File: config.mk
export PLATFORM = sky130hd
export DESIGN_NAME = i2c_master_wr_flat
export DESIGN_NICKNAME = d
export VERILOG_FILES = /design/src/rtl/i2c_master_wr_if.sv /design/src/rtl/i2c_master_wr.sv /design/src/flat_wrapper.sv
export SDC_FILE = /design/constraint.sdc
export NUM_CORES = 1
export LEC_CHECK = 0
export CAP_MARGIN = 20
export CORE_UTILIZATION = 53
export CTS_BUF_LIST = sky130_fd_sc_hd__clkbuf_2
export CTS_CLUSTER_SIZE = 25
export DETAILED_ROUTE_END_ITERATION = 10
export HOLD_SLACK_MARGIN = 0.02
export PLACE_DENSITY = 0.88
export SETUP_SLACK_MARGIN = 0.2
export SLEW_MARGIN = 20
export SYNTH_ARGS = -nofsm -noshare
export SYNTH_HDL_FRONTEND = slang
export SYNTH_SLANG_ARGS = --single-unit
File: constraint.sdc
create_clock -name clk -period 1.8 [get_ports clk]
set_input_delay 0.36 -clock clk [delete_from_list [all_inputs] [get_ports clk]]
set_output_delay 0.36 -clock clk [all_outputs]
set_load 0.02 [all_outputs]
File: src/rtl/i2c_master_wr_if.sv
// Request/status and open-drain pad signals of the single-byte I2C write master.
// Names are from the master's point of view; the slave modport is the user/pad side.
interface i2c_master_wr_if;
  logic       i_start;
  logic [6:0] i_addr;
  logic [7:0] i_wdata;
  logic       o_busy;
  logic       o_done;
  logic       o_ack_err;
  logic       o_scl_out;
  logic       o_sda_out;
  logic       i_sda_in;
  logic       i_scl_in;

  modport master (
    input  i_start, i_addr, i_wdata, i_sda_in, i_scl_in,
    output o_busy, o_done, o_ack_err, o_scl_out, o_sda_out
  );

  modport slave (
    output i_start, i_addr, i_wdata, i_sda_in, i_scl_in,
    input  o_busy, o_done, o_ack_err, o_scl_out, o_sda_out
  );
endinterface

File: src/rtl/i2c_master_wr.sv
// Single-byte I2C write master: START, addr+W, ACK, data, ACK, STOP on a quarter-bit timebase.
// Optional slave clock stretching is enabled by defining I2C_MASTER_CLKSTRETCH_EN.
module i2c_master_wr #(
  parameter int unsigned QTR_CYCLES = 25
) (
  input  logic            clk,
  input  logic            reset,
  i2c_master_wr_if.master bus
);

  localparam logic [15:0] QTR_LAST = 16'(QTR_CYCLES - 1);

  typedef enum logic [2:0] {
    IDLE,
    START,
    ADDR,
    ACK1,
    DATA,
    ACK2,
    STOP
  } state_t;

  state_t      r_state;
  logic [1:0]  r_q;
  logic [15:0] r_qcnt;
  logic [2:0]  r_bit;
  logic [7:0]  r_shift;
  logic [7:0]  r_wdata;
  logic        r_busy;
  logic        r_done;
  logic        r_ack_err;
  logic        r_scl;
  logic        r_sda;

  logic w_hold;
  logic w_tick;

`ifdef I2C_MASTER_CLKSTRETCH_EN
  // Slave holds SCL low while we release it during the high half of a bit.
  assign w_hold = r_q[1] & r_scl & ~bus.i_scl_in;
`else
  logic w_unused_scl_in;
  assign w_unused_scl_in = bus.i_scl_in;
  assign w_hold          = 1'b0;
`endif

  assign w_tick = r_busy && !w_hold && (r_qcnt == QTR_LAST);

  always_ff @(posedge clk or posedge reset) begin
    if (reset) begin
      r_state   <= IDLE;
      r_q       <= 2'd0;
      r_qcnt    <= 16'd0;
      r_bit     <= 3'd0;
      r_shift   <= 8'd0;
      r_wdata   <= 8'd0;
      r_busy    <= 1'b0;
      r_done    <= 1'b0;
      r_ack_err <= 1'b0;
      r_scl     <= 1'b1;
      r_sda     <= 1'b1;
    end else begin
      r_done <= 1'b0;
      if (!r_busy) begin
        if (bus.i_start) begin
          r_busy    <= 1'b1;
          r_state   <= START;
          r_shift   <= {bus.i_addr, 1'b0};
          r_wdata   <= bus.i_wdata;
          r_ack_err <= 1'b0;
          r_q       <= 2'd0;
          r_qcnt    <= 16'd0;
          r_bit     <= 3'd0;
        end
      end else if (w_tick) begin
        r_qcnt <= 16'd0;
        r_q    <= r_q + 2'd1;
        // Line levels are set on the tick that enters the next quarter.
        case (r_q)
          2'd1: begin
            r_scl <= 1'b1;
            if (r_state == START) r_sda <= 1'b0;
          end
          2'd2: begin
            if (r_state == STOP) r_sda <= 1'b1;
            if ((r_state == ACK1 || r_state == ACK2) && bus.i_sda_in) r_ack_err <= 1'b1;
          end
          2'd3: begin
            case (r_state)
              START: begin
                r_state <= ADDR;
                r_scl   <= 1'b0;
                r_sda   <= r_shift[7];
              end
              ADDR, DATA: begin
                r_shift <= {r_shift[6:0], 1'b0};
                r_scl   <= 1'b0;
                if (r_bit == 3'd7) begin
                  r_bit   <= 3'd0;
                  r_state <= (r_state == ADDR) ? ACK1 : ACK2;
                  r_sda   <= 1'b1;
                end else begin
                  r_bit <= r_bit + 3'd1;
                  r_sda <= r_shift[6];
                end
              end
              ACK1: begin
                r_scl <= 1'b0;
                if (r_ack_err) begin
                  r_state <= STOP;
                  r_sda   <= 1'b0;
                end else begin
                  r_state <= DATA;
                  r_shift <= r_wdata;
                  r_sda   <= r_wdata[7];
                end
              end
              ACK2: begin
                r_state <= STOP;
                r_scl   <= 1'b0;
                r_sda   <= 1'b0;
              end
              STOP: begin
                r_state <= IDLE;
                r_busy  <= 1'b0;
                r_done  <= 1'b1;
                r_scl   <= 1'b1;
                r_sda   <= 1'b1;
              end
              default: begin
                r_state <= IDLE;
                r_busy  <= 1'b0;
                r_scl   <= 1'b1;
                r_sda   <= 1'b1;
              end
            endcase
          end
          default: ;
        endcase
      end else if (!w_hold) begin
        r_qcnt <= r_qcnt + 16'd1;
      end
    end
  end

  assign bus.o_busy    = r_busy;
  assign bus.o_done    = r_done;
  assign bus.o_ack_err = r_ack_err;
  assign bus.o_scl_out = r_scl;
  assign bus.o_sda_out = r_sda;

endmodule

File: src/flat_wrapper.sv
// flat-port wrapper written by rule: the top's interface ports become plain ports
module i2c_master_wr_flat 
#(
  parameter int unsigned QTR_CYCLES = 25
)
  (clk, reset, bus_i_start, bus_i_addr, bus_i_wdata, bus_i_sda_in, bus_i_scl_in, bus_o_busy, bus_o_done, bus_o_ack_err, bus_o_scl_out, bus_o_sda_out);
  i2c_master_wr_if bus_i ();
  input  logic clk;
  input  logic reset;
  input wire logic [$bits(bus_i.i_start)-1:0] bus_i_start;
  input wire logic [$bits(bus_i.i_addr)-1:0] bus_i_addr;
  input wire logic [$bits(bus_i.i_wdata)-1:0] bus_i_wdata;
  input wire logic [$bits(bus_i.i_sda_in)-1:0] bus_i_sda_in;
  input wire logic [$bits(bus_i.i_scl_in)-1:0] bus_i_scl_in;
  output wire logic [$bits(bus_i.o_busy)-1:0] bus_o_busy;
  output wire logic [$bits(bus_i.o_done)-1:0] bus_o_done;
  output wire logic [$bits(bus_i.o_ack_err)-1:0] bus_o_ack_err;
  output wire logic [$bits(bus_i.o_scl_out)-1:0] bus_o_scl_out;
  output wire logic [$bits(bus_i.o_sda_out)-1:0] bus_o_sda_out;
  assign bus_i.i_start = bus_i_start;
  assign bus_i.i_addr = bus_i_addr;
  assign bus_i.i_wdata = bus_i_wdata;
  assign bus_i.i_sda_in = bus_i_sda_in;
  assign bus_i.i_scl_in = bus_i_scl_in;
  assign bus_o_busy = bus_i.o_busy;
  assign bus_o_done = bus_i.o_done;
  assign bus_o_ack_err = bus_i.o_ack_err;
  assign bus_o_scl_out = bus_i.o_scl_out;
  assign bus_o_sda_out = bus_i.o_sda_out;
  i2c_master_wr #(.QTR_CYCLES(QTR_CYCLES)) u_core (.clk(clk), .reset(reset), .bus(bus_i));
endmodule
# --- Word-level counts from Yosys, hierarchy flattened ---
# Cells that the tools add are included.
word_totals:
  reg_bits: 45
  latchBits: 0
  ramBits: 0
  mem_bits_ro: 0
  output_inout_bits: 5
  wordCells: 100
  n_memories: 0
classes:
  addsub: 3
  multipliers: 0
  n_div: 0
  order_cmp: 0
  eq_ne: 21
  shifts: 0
  mux: 48
  n_bitwise: 1
  n_reduce_logical: 16
ops:
  columns: ["op", "count"]
  rows:
  - ["$mux 16", 3]
  - ["$mux 8", 5]
  - ["$mux 3", 12]
  - ["$mux 1", 19]
  - ["$add 16x1->16 const B", 1]
  - ["$eq 16x5->1 const B", 1]
  - ["$pmux 8 s2", 1]
  - ["$eq 3x3->1 const B", 4]
  - ["$pmux 3 s4", 1]
  - ["$reduce_and 4->1", 3]
  - ["$ne 2x2->1 const B", 5]
  - ["$reduce_and 5->1", 2]
  - ["$ne 3x3->1 const B", 3]
  - ["$mux 2", 4]
  - ["$eq 3x2->1 const B", 2]
  - ["$reduce_or 5->1", 1]
  - ["$eq 2x2->1 const B", 2]
  - ["$ne 2x1->1 const B", 2]
  - ["$pmux 1 s4", 1]
  - ["$reduce_and 2->1", 2]
  - ["$reduce_bool 2->1", 2]
  - ["$add 3x1->3 const B", 1]
  - ["$eq 3x1->1 const B", 1]
  - ["$pmux 1 s3", 1]
  - ["9 further kinds", 10]

# --- Logic depth before layout (Yosys ltp) ---
depth:
  depth_word: 7
  mapped_depth: 7

# --- Worst setup path after synthesis ---
# OpenSTA, ideal clock, no wires.
synth_path:
  kind: "reg-to-reg"
  startpoint: "reg u_core.r_qcnt[0]"
  endpoint: "reg u_core.r_sda, in the netlist u_core.bus.o_sda_out"
  setup_time_ns: 0.085
  t_arrival_ns: 1.798
  t_required_ns: 1.715
  slack_ns: -0.083
  stages_incl_launch_ff: 7
  period_less_slack_ns: 1.883
  cell_sequence: "dfrtp_1 > inv_1 > ha_1 > nor3b_1 > nand4_1 > nor4_1 > mux2_1"
synth_via:
  elab_chain_len: 3
synth_rtl:
  columns: ["element", "line_no", "rtl"]
  rows:
  - ["start: declaration", "i2c_master_wr.sv:25", "logic [15:0] r_qcnt;"]
  - ["start signal: assignment", "i2c_master_wr.sv:141", "r_qcnt <= r_qcnt + 16'd1;"]
  - ["$eq 16x5->1", "i2c_master_wr.sv:47", "assign w_tick = r_busy && !w_hold && (r_qcnt == QTR_LAST);"]
  - ["$logic_and 1x1->1", "i2c_master_wr.sv:47", null]
  - ["$reduce_and 5->1 (no line)", null, null]
  - ["end signal: assignment", "i2c_master_wr.sv:93", "r_sda <= r_shift[7];"]
  - ["end signal: assignment", "i2c_master_wr.sv:104", "r_sda <= r_shift[6];"]
  - ["end signal: assignment", "i2c_master_wr.sv:115", "r_sda <= r_wdata[7];"]
  - ["end: declaration", "i2c_master_wr.sv:33", "logic r_sda;"]
# Every way passes these cells.
# A chain may end at the register's enable or synchronous reset.

# --- Worst setup path after layout ---
layout_path:
  startpoint: "reg u_core.r_q[0]"
  endpoint: "reg u_core.r_shift[6]"
layout_via:
  elab_chain_len: 3
layout_rtl:
  columns: ["element", "line_no", "rtl"]
  rows:
  - ["start: declaration", "i2c_master_wr.sv:24", "logic [1:0] r_q;"]
  - ["start signal: assignment", "i2c_master_wr.sv:77", "r_q <= r_q + 2'd1;"]
  - ["$eq 2x2->1", "i2c_master_wr.sv:79", "case (r_q)"]
  - ["$ne 2x2->1 (no line)", null, null]
  - ["$reduce_and 5->1 (no line)", null, null]
  - ["end signal: assignment", "i2c_master_wr.sv:68", "r_shift <= {bus.i_addr, 1'b0};"]
  - ["end signal: assignment", "i2c_master_wr.sv:96", "r_shift <= {r_shift[6:0], 1'b0};"]
  - ["end signal: assignment", "i2c_master_wr.sv:114", "r_shift <= r_wdata;"]
  - ["end: declaration", "i2c_master_wr.sv:27", "logic [7:0] r_shift;"]
# Every way passes these cells.

==> metrics.md <==
| Metric | Value |
|---|---|
| Vias in the first global route | 2,527 |
| Die X | 72.2 um |
| Core area | between 0.004 and 0.005 mm2 |
| CTS buffer count | 5 |
| Post-synthesis average cell area | between 9 and 10 um2 |
| CP Capture Type | flop |
| DRC Markers | 0 |
| GRT Max-Usage Layer | met2 |
| Outcome | finished, violations left |
| Fin crit share | 113% |
| Post-synthesis compound-gate area fraction | ~18% |
| Gr ovfl total | 0 |
| Buf/Inv on CP | 2 |
| Post-DP Area | about 0.0032 mm2 |
| Synthesized flop and latch total | between 40 and 50 |
| Met3 Usage GRT | under 10% |
| Drt pass-1 iters | 6 |
| Fraction of the mapped netlist area in simple logic gates | between 20% and 30% |
| Reg clk slew, reported paths | about 260 ps |
| Worst path cell trace | ha_1 -> nand2_2 -> nor3_1 -> buf_4 -> o21ai_4 -> buf_12 -> mux2_4 |
| H-tree levels | 2 |
| Post-synth EDFFs | 0 |
| Power per cell area | around 1100 mW/mm2 |
| Row count | 25 |
| Antenna diode count | 0 |
| Die Height | around 72 um |
| Synth unique cells | 63 |
| Rel. slew slack | about two thirds |
| Min cycle time layout | just over 2000 ps |
| Worst-case clock buffer depth | 2 |
| Largest net degree at the start of global routing | 46 |
| Critical Setup Path Class | flop to flop |
| PortBufs | 23 |
| Number of clock sinks | 45 |
| DR WL/cell | ~22 um |
| Final worst slack | -228 ps |
| Max-cap check violation count | 0 |
| Layout cell share with drive strength beyond 1 | 42.2% |
| CP Max Fanout | 8 |
| Final Setup Violations | 32 |
| Dpl cells | between 300 and 400 |
| Worst path required time | between 2000 and 2500 ps |
| Synth top area share | roughly two fifths |
| IO Pins | 25 |
| Gpl congestion | a little under 0.9 |
| Main synth FF type | dfrtp_1 |
| Die ar. | between 0.005 and 0.006 mm2 |
| LEAKAGE | approximately 1.7 nW |
| Worst-skew pair later-pin latency | 470 ps |
| Final Max Slew Viols | 0 |
| Syn. warnings | 0 |
| Via Count | between 2,000 and 3,000 |
| Violated checks | setup timing |
| Crit-path slowest cell | dfrtp_1 |
| Largest cells by area after synthesis | dfrtp_1, nand2_1, ha_1 |
| Post-synthesis cell count | ~280 |
| Synth-to-Final Area Change | 47.1% |
| RSZ-0062 raised after global routing | true |
| Finished layout cell area | between 0.003 and 0.004 mm2 |
| Fin cells | between 400 and 500 |
| Clk_skew | ~39 ps |
| Min-Delay Path Class | primary input to async pin |
| Nets | ~390 |
| Post-synthesis sequential area ratio | 43.3% |
| Post-synthesis async set-or-reset flop share | 100% |
| Routing usage on met1 | 39.2% |
| Post-DP HPWL | ~4400 um |
| Final wirelength | between 9000 and 10,000 um |
| Count of antenna-violating nets left after detailed routing | 0 |
| Dpl ws | -53.8 ps |
| Initial DRC Count | between 400 and 500 |
| Post-Synth Adder-Cell Area | 3.84% |
| Met2 usage | between 50% and 60% |
| Final hold viol count | 0 |
| Mux cell area share after synthesis | under 10% |
| Mapped Nets | 307 |
| Critical path startpoint category | flop |
| Max Freq | approximately 490 MHz |
| First-pass GRT wire length | 12,200 um |
| Cell family with most CP delay | flip-flops |
| Cell Area, Synth | 0.00261 mm2 |
| Gr usage total | between 30% and 40% |
| Largest family of logic cells by synthesized area | simple AND/OR/NAND/NOR gates |
| Initial core utilization | around 55% |
| Worst EP arrival | 2380 ps |
| Leading area contributor after synthesis | dfrtp_1 |
| DR vias/cell | 6.62 |
| CTS tree | yes |
| Synth Area in XOR/XNOR | less than 1% |
| Worst-Margin Slew | 471 ps |
| Worst VDD drop | around 840 uV |
| Max stage delay on crit path | ~540 ps |
| Clock root buffer | clkbuf_2 |
| Initial antenna violation count | 0 |
==> Yosys cell counts, types with 2 or more instances <==
master and instances:
nor4_2 2, buf_2 4, nor2_1 16, inv_1 11, and3_1 2, mux2_2 2, dfstp_2 2, mux2i_1 7
o21ai_0 10, nor4bb_1 2, a211o_1 2, nor2b_1 3, ha_1 8, o211ai_1 2, clkbuf_1 7, a31o_1 2
nor3_1 12, nand3_1 7, a21o_1 2, mux2_1 7, and4_1 2, nand3_2 2, buf_6 2, o21ai_1 4
nor4_1 4, nand2_1 42, o21bai_1 2, dfrtp_1 43, or4_1 2, o31ai_1 3, a31oi_1 10, a21oi_1 15
clkbuf_8 2, nand2b_1 3, nand4_1 5
==> layout make-up <==
| class | instances | area (um2) |
|---|---|---|
| clock buffer | 6 | 30.0 |
| inverter | 11 | 41.3 |
| clock inverter | 2 | 33.8 |
| fill | 254 | 885 |
| timing repair buffer | 91 | 810 |
| multi-input combinational | 205 | 1700 |
| tap | 67 | 83.8 |
| sequential | 45 | 1140 |
==> where the power goes <==
| group | switching, mW | internal [mW] |
|---|---|---|
| combinational | 1.05 | 0.934 |
| clock | 0.358 | 0.236 |
| sequential | 0.250 | 1.21 |
==> cell families after synthesis <==
logic type | count (synthesis)
AO/OA/AOI/OAI | 67
XOR/XNOR | 2
adder cells (fa/ha/maj) | 8
buffers and inverters | 29
flip-flops | 45
multiplexers | 16
AND/OR/NAND/NOR | 112
==> stage by stage <==
step                      power (mW)  utilization (%)  TNS [ps]  hold WS [ps]
after global placement          2.58             67.4      -324           461
final                           4.04             81.3     -3450           185
after CTS                       3.47             74.3         0           219
after floorplan                 2.21                -         0           445
after detailed placement        2.66             67.4      -532           464
after global routing            4.16             81.3     -4350           209
==> layout by cell type (no fill, tap or decap), types with 3 or more instances in the layout <==
cell type        count
buf_4               50
nand2_1             38
dfrtp_1             37
clkdlybuf4s50_1     18
buf_6               16
nor2_1              15
a21oi_1              9
mux2_4               9
inv_1                8
clkbuf_2             8
nor3_1               7
mux2i_1              7
a31oi_1              7
o21ai_0              6
ha_1                 6
dfrtp_2              6
nand3_1              5
nand4_1              5
o21ai_2              4
nor3_2               4
o21ai_1              4
a21oi_2              4
nand3_2              4
nand2_2              3
a31oi_4              3
==> routing by layer <==
metal	up-vias	share of wire (%)
met2	220	49
met3	62	8.5
met1	1371	37
met4	0	4.7
li1	1175	-
met5	-	0
==> worst min-delay path, delay by kind of cell <==
family / cells / cell delay [ps]
buffers and inverters: 3 / 720
==> path summary, 6_finish.rpt <==
kind	startpoint	end	slack [ps]	cells past startpoint
setup / recovery	u_core.r_q[0]$_DFFE_PP0P_	u_core.r_shift[6]$_DFFE_PP0P_	-230	7
hold / removal	reset	u_core.r_qcnt[3]$_DFFE_PP0P_	190	3
setup reg to reg	u_core.r_q[0]$_DFFE_PP0P_	u_core.r_shift[6]$_DFFE_PP0P_	-230	7
hold reg to reg	u_core.r_wdata[4]$_DFFE_PP0P_	u_core.r_wdata[4]$_DFFE_PP0P_	510	2
max in group asynchronous	reset	u_core.bus.o_sda_out$_DFFE_PP1P_	1330	3
min in group clk	bus_i_wdata[4]	u_core.r_wdata[4]$_DFFE_PP0P_	410	3
==> state kept, by name, summed over array words and instances, names as in the netlist <==
register              count
u_core.r_state            3
u_core.bus.o_done         1
u_core.bus.o_ack_err      1
u_core.r_shift            8
u_core.r_qcnt            16
u_core.bus.o_scl_out      1
u_core.r_bit              3
u_core.bus.o_busy         1
u_core.r_q                2
u_core.bus.o_sda_out      1
u_core.r_wdata            8
==> timing repair <==
item / 4_1_cts / 5_1_grt
setup endpoints to repair: 41 / 46
setup buffers: 18 / 14
resized for setup: 39 / 55
endpoints found under the hold margin: 0 / 0
hold buffers: 0 / 0
gates cloned: 0 / 0
pin swaps: 19 / 26
(Power assumes the default switching activity.)
==> edit 1, RTL diff (same settings) <==
The 7 states of `state_t` get a Gray code encoding in 3 bits.
--- a/src/rtl/i2c_master_wr.sv
+++ b/src/rtl/i2c_master_wr.sv
@@ -12,11 +12,11 @@
 
   typedef enum logic [2:0] {
-    IDLE,
-    START,
-    ADDR,
-    ACK1,
-    DATA,
-    ACK2,
-    STOP
+    IDLE  = 3'b000,
+    START = 3'b001,
+    ADDR  = 3'b011,
+    ACK1  = 3'b010,
+    DATA  = 3'b110,
+    ACK2  = 3'b111,
+    STOP  = 3'b101
   } state_t;
 
Function: same outputs for any inputs over 10 cycles, from zero or initial values and one cycle with reset high; not proved beyond that.
==> edit 1 against the original RTL <==
  * The run still ends with negative setup slack left
  * Synthesized area grew 0.14%
  * Clock skew grew 9.6 ps
  * Wire length shrank 12%
  * Non-clock buffer count shrank 23
  * Sequential cell count is the same
  * Setup slack lost 38 ps
  * Global-route usage shrank 0.20 points
  * Cell area shrank 4.8%
  * Total power shrank 11%
==> edit 1: results (changes against the original RTL) <==
Logic synthesis
  – Post-synth top cells: 48 x nand2_1, 43 x dfrtp_1, 18 x nor2_1
  – Post-synth cell types: 43 (-32%)
  – Top post-synthesis cells by area: dfrtp_1 41%, nand2_1 6.9%, mux2i_1 4.2%
  – Syn avg cell area: 9.13 sq um (-2.3%)
  – Post-Syn Nets: 314 (+2.3%)
  – XOR/XNOR Fraction of Synth Area: 1.01% (+0.33 points)
  – Mux cell area share after synthesis: 8.09% (+1.5 points)
  – Post-Synth Adder-Cell Area: 3.83% (-0.0055 points)
  – Post-synthesis sequential area ratio: 43.2% (-0.062 points)
  – Synth Area in Compound Gates: 16.7% (-0.89 points)

GRT
  – Gr usage total: 30.4% (-0.20 points)
  – Met1 Track Usage GR: 38.1% (-1.1 points)
  – Met3 Use GR: 6.25% (+0.42 points)
  – First-pass GRT wire length: 12.2 mm (+0.11%)
  – Global-route track usage on met2: 49.7% (-0.42 points)
  – Vias in the first global route: 2,624 (+3.8%)

Finish
  – Multi-input logic area: 1660 sq um (-2.5%)
  – Inverters: 12 (+1)
  – Filler Cell Count: 269 (+5.9%)
  – Clk cell area share: 1.98% (+0.32 points)
  – Reg area: 1130 sq um (-0.44%)
  – Clock buffers: 5 (-1)
  – Seq area share: 30.9% (+1.3 points)
  – Ant diodes: 0 (unchanged)
  – Non-clock buffers: 68 (-25%)
  – Multi-Input Combinational: 213 (+3.9%)
  – Share of cells above drive strength 1: 35.3% (-7.0 points)
  – Nets: 373 (-3.6%)

Status
  – Failing checks: negative setup slack
  – Status: finished with violations

Worst setup path
  – Reg2reg start: u_core.r_qcnt[0]$_DFFE_PP0P_
  – Crit-path max FO: 5 (-3)
  – CP top delay family: simple AND/OR/NAND/NOR gates
  – Max incr delay on CP: 500 ps (-40 ps)
  – RR Endpoint: u_core.r_state[0]$_DFFE_PP0P_

Pwr
  – Net Sw Power: 1.45 mW (-13%)
  – Reg power frac: 40.3% (+4.2 points)
  – Clk pwr: 0.617 mW (+3.9%)
  – Maximum vdd drop: 0.553 mV (-34%)

Placement
  – Placed Cells incl. Taps: 393 (+1.6%)
  – GPL Wtd Cong: 0.950 (+7.3%)
  – HPWL after DPL: 4.49 mm (+1.4%)
  – Dpl cell area: 3160 sq um (-0.86%)

Clock tree
  – Post-CTS sizing: 53 (+36%)
  – Setup repair bufs after CTS: 7 (-11)
  – Clock Pin Slew Worst Setup and Hold Paths: 280 ps (+20 ps)

Route
  – DR vias: 2,680 (-5.2%)
  – Final wirelength: 8.36 mm (-12%)
  – Via-per-instance ratio: 6.49 (-2.0%)
  – Met2 WL post-DR: 4.13 mm (-12%)
  – First-pass detailed-route iteration total: 5 (-1)

Timing
  – Measured slew at the worst slew-check pin: 473 ps (+1.81 ps)
  – Setup violators final: 34 (+6.3%)
  – Hold WS: 191 ps (+5.33 ps)
  – Final worst slack: -266 ps (-38.3 ps)
  – Fin Setup TNS: -4920 ps (-1470 ps)
  – Clk_skew: 48.2 ps (+9.60 ps)
==> edit 1: cell types whose count changed after synthesis, moves of 5 or more <==
cell      unedited run  this run
nor3_1              12         5
a41oi_1              0         5
o211ai_1             2         7
mux2_1               7         0
a31oi_1             10        15
nand2_1             42        48
mux2_2               2         9
==> edit 1: worst max-delay path by stage <==
stage | endpoint | depth (start not counted) | from
5_1_grt | u_core.r_state[0]$_DFFE_PP0P_ | 7 | u_core.r_qcnt[0]$_DFFE_PP0P_
2_1_floorplan | u_core.r_shift[0]$_DFFE_PP0P_ | 6 | u_core.r_qcnt[0]$_DFFE_PP0P_
3_3_place_gp | u_core.r_shift[2]$_DFFE_PP0P_ | 5 | bus_i_start
4_1_cts | u_core.r_shift[2]$_DFFE_PP0P_ | 7 | u_core.r_qcnt[0]$_DFFE_PP0P_
3_5_place_dp | u_core.r_shift[5]$_DFFE_PP0P_ | 5 | bus_i_start
6_report | u_core.r_state[0]$_DFFE_PP0P_ | 7 | u_core.r_qcnt[0]$_DFFE_PP0P_
==> edit 2, RTL diff (same flow settings) <==
Made on the original files. The option `I2C_MASTER_CLKSTRETCH_EN` is turned on by a define.
--- a/src/rtl/i2c_master_wr.sv
+++ b/src/rtl/i2c_master_wr.sv
@@ -1,4 +1,6 @@
 // Single-byte I2C write master: START, addr+W, ACK, data, ACK, STOP on a quarter-bit timebase.
 // Optional slave clock stretching is enabled by defining I2C_MASTER_CLKSTRETCH_EN.
+`define I2C_MASTER_CLKSTRETCH_EN
+
 module i2c_master_wr #(
   parameter int unsigned QTR_CYCLES = 25
Function: no difference found for any inputs over 10 cycles, from zero or initial values and one cycle with reset high; that may be too few to reach the edited logic, so the function may still have changed.
==> edit 2 against the original RTL <==
  * The run still ends with negative setup slack left
  * Setup slack gained 25 ps
  * Synthesized area grew 0.14%
  * Critical path depth shrank 1
  * Sequential cell count is the same
  * Non-clock buffer count grew 4
  * Total power shrank 18%
  * Global-route usage grew 2.0 points
  * First-iteration DRC count shrank 28%
  * Worst hold slack lost 65 ps
  * Cell area grew 0.98%
  * Wire length grew 5.5%
  * Highest routed layer unchanged
==> edit 2: results (changes against the original RTL) <==
Status
  – Status: finished with violations
  – Failing checks: negative setup slack

Finish
  – Nets: 393 (+1.6%)
  – Share of cells above drive strength 1: 43.7% (+1.5 points)

Placement
  – Port bufs: 24 (+4.3%)
  – Dpl cell area: 3240 sq um (+1.7%)
  – Pre-CTS setup slack: -271 ps (-217 ps)
  – HPWL after DPL: 4.68 mm (+5.8%)
  – GPL Wtd Cong: 0.914 (+3.2%)

GRT
  – Vias in the first global route: 2,653 (+5.0%)
  – Gr usage total: 32.6% (+2.0 points)
  – Largest net degree at the start of global routing: 21 (-54%)
  – First-pass GRT wire length: 12.8 mm (+5.1%)

Timing
  – Setup violators final: 32 (unchanged)
  – Fin Setup TNS: -3410 ps (+43.5 ps)
  – Clk_skew: 36.9 ps (-1.69 ps)
  – Measured slew at the worst slew-check pin: 596 ps (+125 ps)
  – Final worst slack: -202 ps (+25.5 ps)

Logic synthesis
  – Post-synth cell types: 55 (-13%)
  – Post-synth top cells: 43 x dfrtp_1, 43 x nand2_1, 22 x nor2_1
  – Post-synthesis sequential area ratio: 43.2% (-0.062 points)
  – Top post-synthesis cells by area: dfrtp_1 41%, nand2_1 6.2%, ha_1 3.8%
  – Post-Syn Nets: 304 (-0.98%)

Clock tree
  – Clock Pin Slew Worst Setup and Hold Paths: 300 ps (+40 ps)

Worst setup path
  – Critical Path AT: 2420 ps (+40 ps)
  – Crit-path max FO: 5 (-3)
  – Setup crit start: u_core.r_qcnt[10]$_DFFE_PP0P_

Pwr
  – Maximum vdd drop: 0.781 mV (-7.2%)
  – Lkg Pwr: 1.76 nW (+1.3%)
  – Sw Ratio: 40.8% (-0.29 points)

Route
  – WL per Instance: 23.2 um (+4.1%)
  – First-pass detailed-route iteration total: 5 (-1)
  – Starting DRT DRC Count: 305 (-28%)
  – DR vias: 2,848 (+0.71%)
[edit 2: stage by stage]
step	util (%)	instances
floorplan	-	276
global placement	68.5	399
detailed placement	68.5	399
CTS	76.2	421
global route	82.1	433
finish	82.1	433
[edit 2: routing by layer]
layer / share of wire [%] / wire [um] / GRT usage (%)
met1: 36 / 3580 / 37.7
met2: 50 / 5060 / 56.9
met3: 7.2 / 722 / 5.69
met4: 6.7 / 677 / 18.5
met5: 0 / 0 / 0
[edit 2: kinds of logic (layout without fill, tap and decap cells)]
group / count (synthesis) / after routing / synth area share, %
DFF: 45 / 45 / 43.2
muxes: 15 / 15 / 6.27
buffers and inverters: 24 / 114 / 5.22
AOI/OAI and AO/OA: 52 / 52 / 12.8
and+or+nand+nor: 121 / 121 / 25.0
adders and majority gates: 8 / 8 / 3.83
xor gates and xnor gates: 11 / 11 / 3.69
[edit 2: what timing repair did]
item / in CTS / in global routing
cloned: 1 / 0
hold buffers: 0 / 0
buffers inserted: 13 / 12
endpoints found under the setup margin: 42 / 40
resized for setup: 69 / 41
pin swaps: 33 / 14
[edit 2: cell type report]
type,instances,area [sq um]
fill,233,847
inverter,11,41.3
sequential,45,1130
multi-input combinational,207,1720
clock buffer,5,25.0
tap,67,83.8
timing repair buffer,95,850
clock inverter,3,25.0
[edit 2: worst paths after layout]
check / to / slack, ps / depth (start not counted)
max: u_core.r_shift[1]$_DFFE_PP0P_ / -200 / 6
min: u_core.r_wdata[3]$_DFFE_PP0P_ / 120 / 2
max reg2reg: u_core.r_shift[1]$_DFFE_PP0P_ / -200 / 6
min reg2reg: u_core.r_wdata[4]$_DFFE_PP0P_ / 540 / 2
max in group asynchronous: u_core.r_qcnt[13]$_DFFE_PP0P_ / 1100 / 3
min in group clk: u_core.r_wdata[1]$_DFFE_PP0P_ / 380 / 3
[edit 2: power groups by stage]
stage / Combinational (mW) / Sequential, mW / Clock, mW
3_5_place_dp: 0.937 / 1.37 / 0
4_1_cts: 1.13 / 1.35 / 0.494
3_3_place_gp: 0.876 / 1.35 / 0
2_1_floorplan: 0.542 / 1.37 / 0
5_1_grt: 1.54 / 1.39 / 0.535
6_report: 1.45 / 1.38 / 0.502
[edit 2: critical path: stages (launching register included)]
cell     delay (ps)
dfrtp_1         460
nor4_2          440
nand4_1         260
nor4_4          330
buf_4           220
o32ai_2          90
a21oi_1         190
